<file path="config.mk">
export PLATFORM = sky130hd
export DESIGN_NAME = decode_stage_pipelined
export DESIGN_NICKNAME = d
export VERILOG_FILES = /design/src/rtl/decode_stage_pipelined.sv
export SDC_FILE = /design/constraint.sdc
export NUM_CORES = 2
export LEC_CHECK = 0
export BUFFER_PORTS_ARGS = -buffer_cell sky130_fd_sc_hd__buf_4
export CAP_MARGIN = 40
export CORE_UTILIZATION = 35
export DETAILED_ROUTE_END_ITERATION = 16
export PLACE_DENSITY = 0.58
export SLEW_MARGIN = 20
export SYNTH_ARGS = -nofsm -noshare
export SYNTH_HDL_FRONTEND = slang
export SYNTH_SLANG_ARGS = --single-unit
</file>
<file path="constraint.sdc">
create_clock -name clk -period 8.24 [get_ports clk]
set_input_delay 0 -clock clk [delete_from_list [all_inputs] [get_ports clk]]
set_output_delay 0 -clock clk [all_outputs]
set_load 0.02 [all_outputs]
</file>
<file path="src/rtl/decode_stage_pipelined.sv">
// RV32I instruction-decode stage: register file with write-through bypass,
// immediate generation, control decode, ID-resolved branches/jumps,
// hazard detection and the registered ID/EX pipeline register.
module decode_stage_pipelined #(
    parameter int XLEN     = 32,
    parameter int NUM_REGS = 32,
    parameter bit FWD_EN   = 1'b1
) (
    input  logic            clk,
    input  logic            reset,
    input  logic            ifid_valid,
    input  logic [XLEN-1:0] ifid_pc,
    input  logic [31:0]     ifid_instr,
    input  logic            wb_we,
    input  logic [4:0]      wb_rd,
    input  logic [XLEN-1:0] wb_data,
    input  logic            ex_valid,
    input  logic            ex_mem_read,
    input  logic            ex_reg_write,
    input  logic [4:0]      ex_rd,
    input  logic            mem_valid,
    input  logic            mem_mem_read,
    input  logic            mem_reg_write,
    input  logic [4:0]      mem_rd,
    input  logic [XLEN-1:0] mem_alu_result,
    output logic            pc_write,
    output logic            ifid_write,
    output logic            if_flush,
    output logic            redirect_valid,
    output logic [XLEN-1:0] redirect_pc,
    output logic            idex_valid,
    output logic [XLEN-1:0] idex_pc,
    output logic [4:0]      idex_rs1,
    output logic [4:0]      idex_rs2,
    output logic [4:0]      idex_rd,
    output logic [XLEN-1:0] idex_imm,
    output logic [XLEN-1:0] idex_rdata1,
    output logic [XLEN-1:0] idex_rdata2,
    output logic [3:0]      idex_alu_op,
    output logic            idex_alu_src,
    output logic            idex_mem_read,
    output logic            idex_mem_write,
    output logic [2:0]      idex_mem_size,
    output logic            idex_reg_write,
    output logic [1:0]      idex_wb_sel,
    output logic            idex_illegal
);
    localparam int REG_AW = $clog2(NUM_REGS);
    localparam bit RV32E  = (NUM_REGS < 32);

    typedef enum logic [6:0] {
        OPC_LOAD = 7'd3, OPC_OPIMM = 7'd19, OPC_AUIPC = 7'd23, OPC_STORE = 7'd35,
        OPC_OP = 7'd51, OPC_LUI = 7'd55, OPC_BRANCH = 7'd99, OPC_JALR = 7'd103,
        OPC_JAL = 7'd111
    } opcode_e;

    typedef enum logic [3:0] {
        ALU_AND = 4'd0, ALU_OR = 4'd1, ALU_ADD = 4'd2, ALU_SUB = 4'd3, ALU_SLTU = 4'd4,
        ALU_SRL = 4'd5, ALU_XOR = 4'd6, ALU_PASSB = 4'd7, ALU_SLL = 4'd8, ALU_SRA = 4'd9,
        ALU_SLT = 4'd10
    } alu_op_e;

    typedef struct packed {
        logic            valid;
        logic [XLEN-1:0] pc;
        logic [4:0]      rs1;
        logic [4:0]      rs2;
        logic [4:0]      rd;
        logic [XLEN-1:0] imm;
        logic [XLEN-1:0] rdata1;
        logic [XLEN-1:0] rdata2;
        logic [3:0]      alu_op;
        logic            alu_src;
        logic            mem_read;
        logic            mem_write;
        logic [2:0]      mem_size;
        logic            reg_write;
        logic [1:0]      wb_sel;
        logic            illegal;
    } idex_t;

    // Register-register and register-immediate ALU selection; SUB only exists in register form.
    function automatic alu_op_e arith_op(input logic [2:0] f3, input logic alt, input logic is_reg);
        case (f3)
            3'd0:    arith_op = (alt && is_reg) ? ALU_SUB : ALU_ADD;
            3'd1:    arith_op = ALU_SLL;
            3'd2:    arith_op = ALU_SLT;
            3'd3:    arith_op = ALU_SLTU;
            3'd4:    arith_op = ALU_XOR;
            3'd5:    arith_op = alt ? ALU_SRA : ALU_SRL;
            3'd6:    arith_op = ALU_OR;
            default: arith_op = ALU_AND;
        endcase
    endfunction

    logic [XLEN-1:0] regs_q [NUM_REGS];
    idex_t           idex_d, idex_q;

    logic [6:0] opcode;
    logic [4:0] rs1, rs2, rd;
    logic [2:0] funct3;
    assign opcode = ifid_instr[6:0];
    assign rd     = ifid_instr[11:7];
    assign funct3 = ifid_instr[14:12];
    assign rs1    = ifid_instr[19:15];
    assign rs2    = ifid_instr[24:20];

    logic [XLEN-1:0] imm_i, imm_s, imm_b, imm_u, imm_j;
    assign imm_i = XLEN'($signed(ifid_instr[31:20]));
    assign imm_s = XLEN'($signed({ifid_instr[31:25], ifid_instr[11:7]}));
    assign imm_b = XLEN'($signed({ifid_instr[31], ifid_instr[7], ifid_instr[30:25], ifid_instr[11:8], 1'b0}));
    assign imm_u = XLEN'($signed({ifid_instr[31:12], 12'b0}));
    assign imm_j = XLEN'($signed({ifid_instr[31], ifid_instr[19:12], ifid_instr[20], ifid_instr[30:21], 1'b0}));

    // Register file: x0 never stored, out-of-range indices never written.
    always_ff @(posedge clk) begin
        if (reset) begin
            for (int unsigned i = 0; i < NUM_REGS; i++) regs_q[i] <= '0;
        end else if (wb_we && (wb_rd != 5'd0) && (!RV32E || !wb_rd[4])) begin
            regs_q[wb_rd[REG_AW-1:0]] <= wb_data;
        end
    end

    // Register reads with same-cycle write-through from the writeback port.
    logic [XLEN-1:0] rdata1, rdata2;
    always_comb begin
        rdata1 = '0;
        rdata2 = '0;
        if (rs1 != 5'd0) rdata1 = (wb_we && wb_rd == rs1) ? wb_data : regs_q[rs1[REG_AW-1:0]];
        if (rs2 != 5'd0) rdata2 = (wb_we && wb_rd == rs2) ? wb_data : regs_q[rs2[REG_AW-1:0]];
    end

    // Control decode, immediate selection, operand usage and legality.
    logic [3:0]      alu_op;
    logic            alu_src, mem_read, mem_write, reg_write, use_rs1, use_rs2;
    logic            is_branch, is_jal, is_jalr, dec_illegal;
    logic [2:0]      mem_size;
    logic [1:0]      wb_sel;
    logic [XLEN-1:0] imm;
    always_comb begin
        alu_op = ALU_AND; alu_src = 1'b0; mem_read = 1'b0; mem_write = 1'b0;
        reg_write = 1'b0; use_rs1 = 1'b0; use_rs2 = 1'b0; mem_size = 3'd0;
        wb_sel = 2'd0; imm = '0; is_branch = 1'b0; is_jal = 1'b0; is_jalr = 1'b0;
        dec_illegal = 1'b0;
        case (opcode)
            OPC_OP:     begin alu_op = arith_op(funct3, ifid_instr[30], 1'b1);
                              reg_write = 1'b1; use_rs1 = 1'b1; use_rs2 = 1'b1; end
            OPC_OPIMM:  begin alu_op = arith_op(funct3, ifid_instr[30], 1'b0);
                              alu_src = 1'b1; reg_write = 1'b1; use_rs1 = 1'b1; imm = imm_i; end
            OPC_LOAD:   begin alu_op = ALU_ADD; alu_src = 1'b1; mem_read = 1'b1; reg_write = 1'b1;
                              wb_sel = 2'd1; use_rs1 = 1'b1; imm = imm_i; mem_size = funct3;
                              dec_illegal = (funct3 == 3'd3) || (funct3 == 3'd6) || (funct3 == 3'd7); end
            OPC_STORE:  begin alu_op = ALU_ADD; alu_src = 1'b1; mem_write = 1'b1; use_rs1 = 1'b1;
                              use_rs2 = 1'b1; imm = imm_s; mem_size = funct3;
                              dec_illegal = (funct3 == 3'd3) || (funct3 == 3'd6) || (funct3 == 3'd7); end
            OPC_LUI:    begin alu_op = ALU_PASSB; alu_src = 1'b1; reg_write = 1'b1; imm = imm_u; end
            OPC_AUIPC:  begin alu_op = ALU_ADD; alu_src = 1'b1; reg_write = 1'b1; imm = imm_u; end
            OPC_JAL:    begin alu_op = ALU_ADD; reg_write = 1'b1; wb_sel = 2'd2; imm = imm_j;
                              is_jal = 1'b1; end
            OPC_JALR:   begin alu_op = ALU_ADD; reg_write = 1'b1; wb_sel = 2'd2; imm = imm_i;
                              use_rs1 = 1'b1; is_jalr = 1'b1; end
            OPC_BRANCH: begin alu_op = ALU_SUB; use_rs1 = 1'b1; use_rs2 = 1'b1; imm = imm_b;
                              is_branch = 1'b1; dec_illegal = (funct3 == 3'd2) || (funct3 == 3'd3); end
            default:    dec_illegal = 1'b1;
        endcase
        if (RV32E && ((use_rs1 && rs1[4]) || (use_rs2 && rs2[4]) || (reg_write && rd[4])))
            dec_illegal = 1'b1;
    end

    // Comparator operands with MEM-stage ALU forwarding, branch condition and target.
    logic            fwd1, fwd2, br_cond, taken;
    logic [XLEN-1:0] cmp_a, cmp_b, jalr_sum;
    always_comb begin
        fwd1 = FWD_EN && mem_valid && mem_reg_write && !mem_mem_read && (mem_rd == rs1) && (rs1 != 5'd0);
        fwd2 = FWD_EN && mem_valid && mem_reg_write && !mem_mem_read && (mem_rd == rs2) && (rs2 != 5'd0);
        cmp_a = fwd1 ? mem_alu_result : rdata1;
        cmp_b = fwd2 ? mem_alu_result : rdata2;
        case (funct3)
            3'd0:    br_cond = (cmp_a == cmp_b);
            3'd1:    br_cond = (cmp_a != cmp_b);
            3'd4:    br_cond = ($signed(cmp_a) <  $signed(cmp_b));
            3'd5:    br_cond = ($signed(cmp_a) >= $signed(cmp_b));
            3'd6:    br_cond = (cmp_a <  cmp_b);
            3'd7:    br_cond = (cmp_a >= cmp_b);
            default: br_cond = 1'b0;
        endcase
        taken = is_branch ? br_cond : (is_jal || is_jalr);
        jalr_sum = cmp_a + imm;
        redirect_pc = is_jalr ? {jalr_sum[XLEN-1:1], 1'b0} : (ifid_pc + imm);
    end

    // Hazard detection and pipeline steering outputs.
    logic ex_hit1, ex_hit2, mem_hit1, mem_hit2, ctrl_rs, stall, issue;
    always_comb begin
        ex_hit1  = ex_valid && (ex_rd != 5'd0) && (ex_rd == rs1) && use_rs1;
        ex_hit2  = ex_valid && (ex_rd != 5'd0) && (ex_rd == rs2) && use_rs2;
        mem_hit1 = mem_valid && mem_reg_write && (mem_rd != 5'd0) && (mem_rd == rs1) && use_rs1;
        mem_hit2 = mem_valid && mem_reg_write && (mem_rd != 5'd0) && (mem_rd == rs2) && use_rs2;
        ctrl_rs  = is_branch || is_jalr;
        stall    = ifid_valid && (
                       (ex_mem_read && (ex_hit1 || ex_hit2)) ||
                       (ctrl_rs && ex_reg_write && (ex_hit1 || ex_hit2)) ||
                       (ctrl_rs && (mem_hit1 || mem_hit2) && (mem_mem_read || !FWD_EN)));
        issue          = ifid_valid && !stall && !dec_illegal;
        pc_write       = !stall;
        ifid_write     = !stall;
        redirect_valid = issue && taken;
        if_flush       = issue && taken;
    end

    // Next ID/EX contents: a full bubble unless a legal instruction issues.
    always_comb begin
        idex_d = '0;
        if (issue) begin
            idex_d.valid     = 1'b1;
            idex_d.pc        = ifid_pc;
            idex_d.rs1       = rs1;
            idex_d.rs2       = rs2;
            idex_d.rd        = rd;
            idex_d.imm       = imm;
            idex_d.rdata1    = rdata1;
            idex_d.rdata2    = rdata2;
            idex_d.alu_op    = alu_op;
            idex_d.alu_src   = alu_src;
            idex_d.mem_read  = mem_read;
            idex_d.mem_write = mem_write;
            idex_d.mem_size  = mem_size;
            idex_d.reg_write = reg_write;
            idex_d.wb_sel    = wb_sel;
        end
        idex_d.illegal = ifid_valid && dec_illegal && !stall;
    end

    // ID/EX pipeline register.
    always_ff @(posedge clk) begin
        if (reset) idex_q <= '0;
        else       idex_q <= idex_d;
    end

    assign idex_valid     = idex_q.valid;
    assign idex_pc        = idex_q.pc;
    assign idex_rs1       = idex_q.rs1;
    assign idex_rs2       = idex_q.rs2;
    assign idex_rd        = idex_q.rd;
    assign idex_imm       = idex_q.imm;
    assign idex_rdata1    = idex_q.rdata1;
    assign idex_rdata2    = idex_q.rdata2;
    assign idex_alu_op    = idex_q.alu_op;
    assign idex_alu_src   = idex_q.alu_src;
    assign idex_mem_read  = idex_q.mem_read;
    assign idex_mem_write = idex_q.mem_write;
    assign idex_mem_size  = idex_q.mem_size;
    assign idex_reg_write = idex_q.reg_write;
    assign idex_wb_sel    = idex_q.wb_sel;
    assign idex_illegal   = idex_q.illegal;
endmodule

</file>
==> out/qor.yml <==
cp_max_fo: 48
clkLatencyLatePin_ns: 0.80
hp-class: "primary input to flop"
finalPower_uw: 15300
vias: 45234
drcViolationCount: 0
skew_ns: 0.0293
htree_levels: 4
antenna_found_initial: 47
fin_area_um2: 76600
area_growth_pct: 17.9
setup_viol: 0
dieArea_um2: 187000
grt_start_max_net_pins: 90
holdWs_ns: 0.0582
place_area_um2: 70700
gr-usage-all-layers_pct: 27.5
async_reset_ff_share_pct: 0
clk_path_buf_depth: 3
cts_tree: "built"
viasPerCell: 5.97
min_period_ns: 6.87
fin_crit_sh_pct: 83.4
io_pins: 347
drv_cap: 0
synth_edf_count: 1024
max_slew_margin_pct: 34.8
peakVddDrop_mv: 0.241
yosysWarnings: 0
ys_seq_area_share_pct: 52.2
p_per_area_nw_per_um2: 200
avgSynthCellArea_um2: 14.1
cts_buffers: 135
cp.required_ns: 8.24
routed_wl_mm: 260
crit_type: "primary input to output pin"
post_cts_resized: 0
rows: 157
fin_nets: 5247
die_w_um: 433
synth_cell_types: 75
fin_util_pct: 41.7
clock.fmax_mhz: 146
rsz0062_at_grt: "false"
slew_viol_final: 0
status: "finished, final reports clean"
final_cell_mix: "and2_1, edfxtp_1, mux4_2"
final_common_cell: "and2_1"
hold_violations: 0
grt.overflow.total: 0
start_util_pct: 35.4
p_leak_uw: 0.0277
start_kind: "primary input"
grt_pass1_wl_mm: 355
clock_sinks: 1181
cts.clk_slew.worst_paths_ns: 0.05
crit_path_end_kind: "output pin"
avgRoutedWirePerCell_um: 34.3
port_buffers: 346
synth_cells: 4619
die_h_um: 433
core_area_um2: 184000
grt_pass1_vias: 44393
tns_ns: 0
crit_arrival_ns: 6.87
detail-route-antenna-nets: 0
dpl.hpwl_mm: 164
tightest_slew_ns: 0.973
gp_congestion: 0.963
mappedNetlistArea_um2: 64900
yosys_register_bits: 1181
ctsRootBufferMaster: "clkbuf_16"
synth_flop_cell: "edfxtp_1"
drt_first_pass_iters: 8
drt_iter0_drc: 6728
drive_gt1_share_pct: 28.0
==> layer usage <==
metal	share of wire, %	up-vias	track usage, %
met5	0.064	-	0
met4	7.0	22	17.4
met3	9.9	689	5.60
met2	47	3091	44.4
met1	36	23206	33.6
li1	-	18226	-
==> sequential cells by signal, summed over array words and instances, names as in the netlist, 3 cells and up <==
register / flops
idex_imm: 32
idex_pc: 32
idex_rdata2: 32
idex_rs1: 5
idex_mem_size: 3
idex_rdata1: 32
idex_rs2: 5
idex_rd: 5
idex_alu_op: 4
regs_q: 1024
==> worst paths after layout <==
path	from	end	slack [ns]	cells after the start
max reg2reg	regs_q[15][11]	idex_rdata2[11]	5.50	5
min reg2reg	regs_q[10][27]	idex_rdata2[27]	1.29	6
min	ifid_pc[31]	idex_pc[31]	0.06	3
max	ifid_instr[16]	redirect_pc[30]	1.37	22
==> stage by stage <==
stage | setup slack (ns) | cells
4_1_cts | 1.36 | 7560
5_1_grt | 1.20 | 7575
2_1_floorplan | 3.08 | 4650
3_3_place_gp | 1.52 | 7165
6_report | 1.37 | 7581
3_5_place_dp | 1.62 | 7174
==> power breakdown <==
group          leakage [µW]  internal, µW  total [µW]  switching [µW]
Clock               0.00211          3390        5990            2590
Sequential           0.0110          6780        6930             144
Combinational        0.0146          1000        2360            1360
Total                0.0277         11200       15300            4100
==> final cells by class <==
class	count	area (µm²)
Clock buffer	173	3690
Multi-Input combinational cell	2999	29700
Clock inverter	66	583
Timing Repair Buffer	653	5520
Sequential cell	1181	33900
Tap cell	2464	3080
Antenna cell	16	40.0
Inverter	29	111
Fill cell	16532	107000
==> synth_stat cells, types with 4 or more instances <==
master    count  area (µm²)
and2_1     1086        6790
edfxtp_1   1024       30700
mux4_2      634       14300
clkbuf_1    362        1360
nand2_1     190         713
nor2_1      181         679
dfxtp_1     157        3140
a21oi_1     102         510
mux2i_1      98         981
ha_1         93        1160
nor3_1       65         325
a211oi_1     63         473
o21ai_0      60         300
xnor2_1      46         403
buf_1        45         169
a21o_1       41         308
xor2_1       36         315
or2_2        32         200
inv_1        27         101
buf_2        26         130
nand3_1      18        90.1
nand4_1      18         113
and3_1       17         106
nand2b_1     14        87.6
o211ai_1     14         105
a31oi_1      12        75.1
nor2b_1      11        68.8
nor4_1       11        68.8
o21a_1       11        82.6
o21bai_1     11        82.6
or3_1         9        56.3
nand3b_1      7        52.6
o31ai_1       7        52.6
o21ai_1       6        30.0
nor3b_1       5        37.5
a22o_1        4        35.0
a22oi_1       4        30.0
and4_1        4        35.0
buf_4         4        30.0
buf_6         4        45.0
==> cell families (layout without fill, tap and decap cells) <==
family	Yosys count	in the layout	share of synthesized area, %
AOI/OAI and AO/OA	368	368	3.68
other	1	48	0.00577
and+or+nand+nor	1688	1688	14.8
xor gates and xnor gates	82	82	1.11
adders and majority gates	95	95	1.85
DFF	1181	1181	52.2
muxes	734	734	23.5
buffers and inverters	470	921	2.84
==> critical path, stage by stage <==
cell           delay [ns]
dlygate4sd3_1        0.56
buf_8                0.44
buf_12               0.38
buf_4                0.43
mux4_2               0.39
mux4_2               0.48
mux2i_1              0.43
a211oi_2             0.27
nand2_1              0.14
nand2_1              0.10
ha_1                 0.39
a21o_1               0.21
a21o_1               0.17
a21oi_1              0.17
nor2_1               0.07
a2111oi_1            0.82
o21ai_0              0.27
a41oi_1              0.30
xnor2_1              0.15
nor2_1               0.06
a21oi_1              0.23
buf_4                0.19
==> what timing repair did <==
| action | CTS | global route |
|---|---|---|
| hold endpoints to repair | 1127 | 0 |
| setup endpoints to repair | 0 | 0 |
| buffers inserted | 0 | 0 |
| hold buffers | 147 | 0 |
No activity file was read; power rests on OpenSTA's default activity.
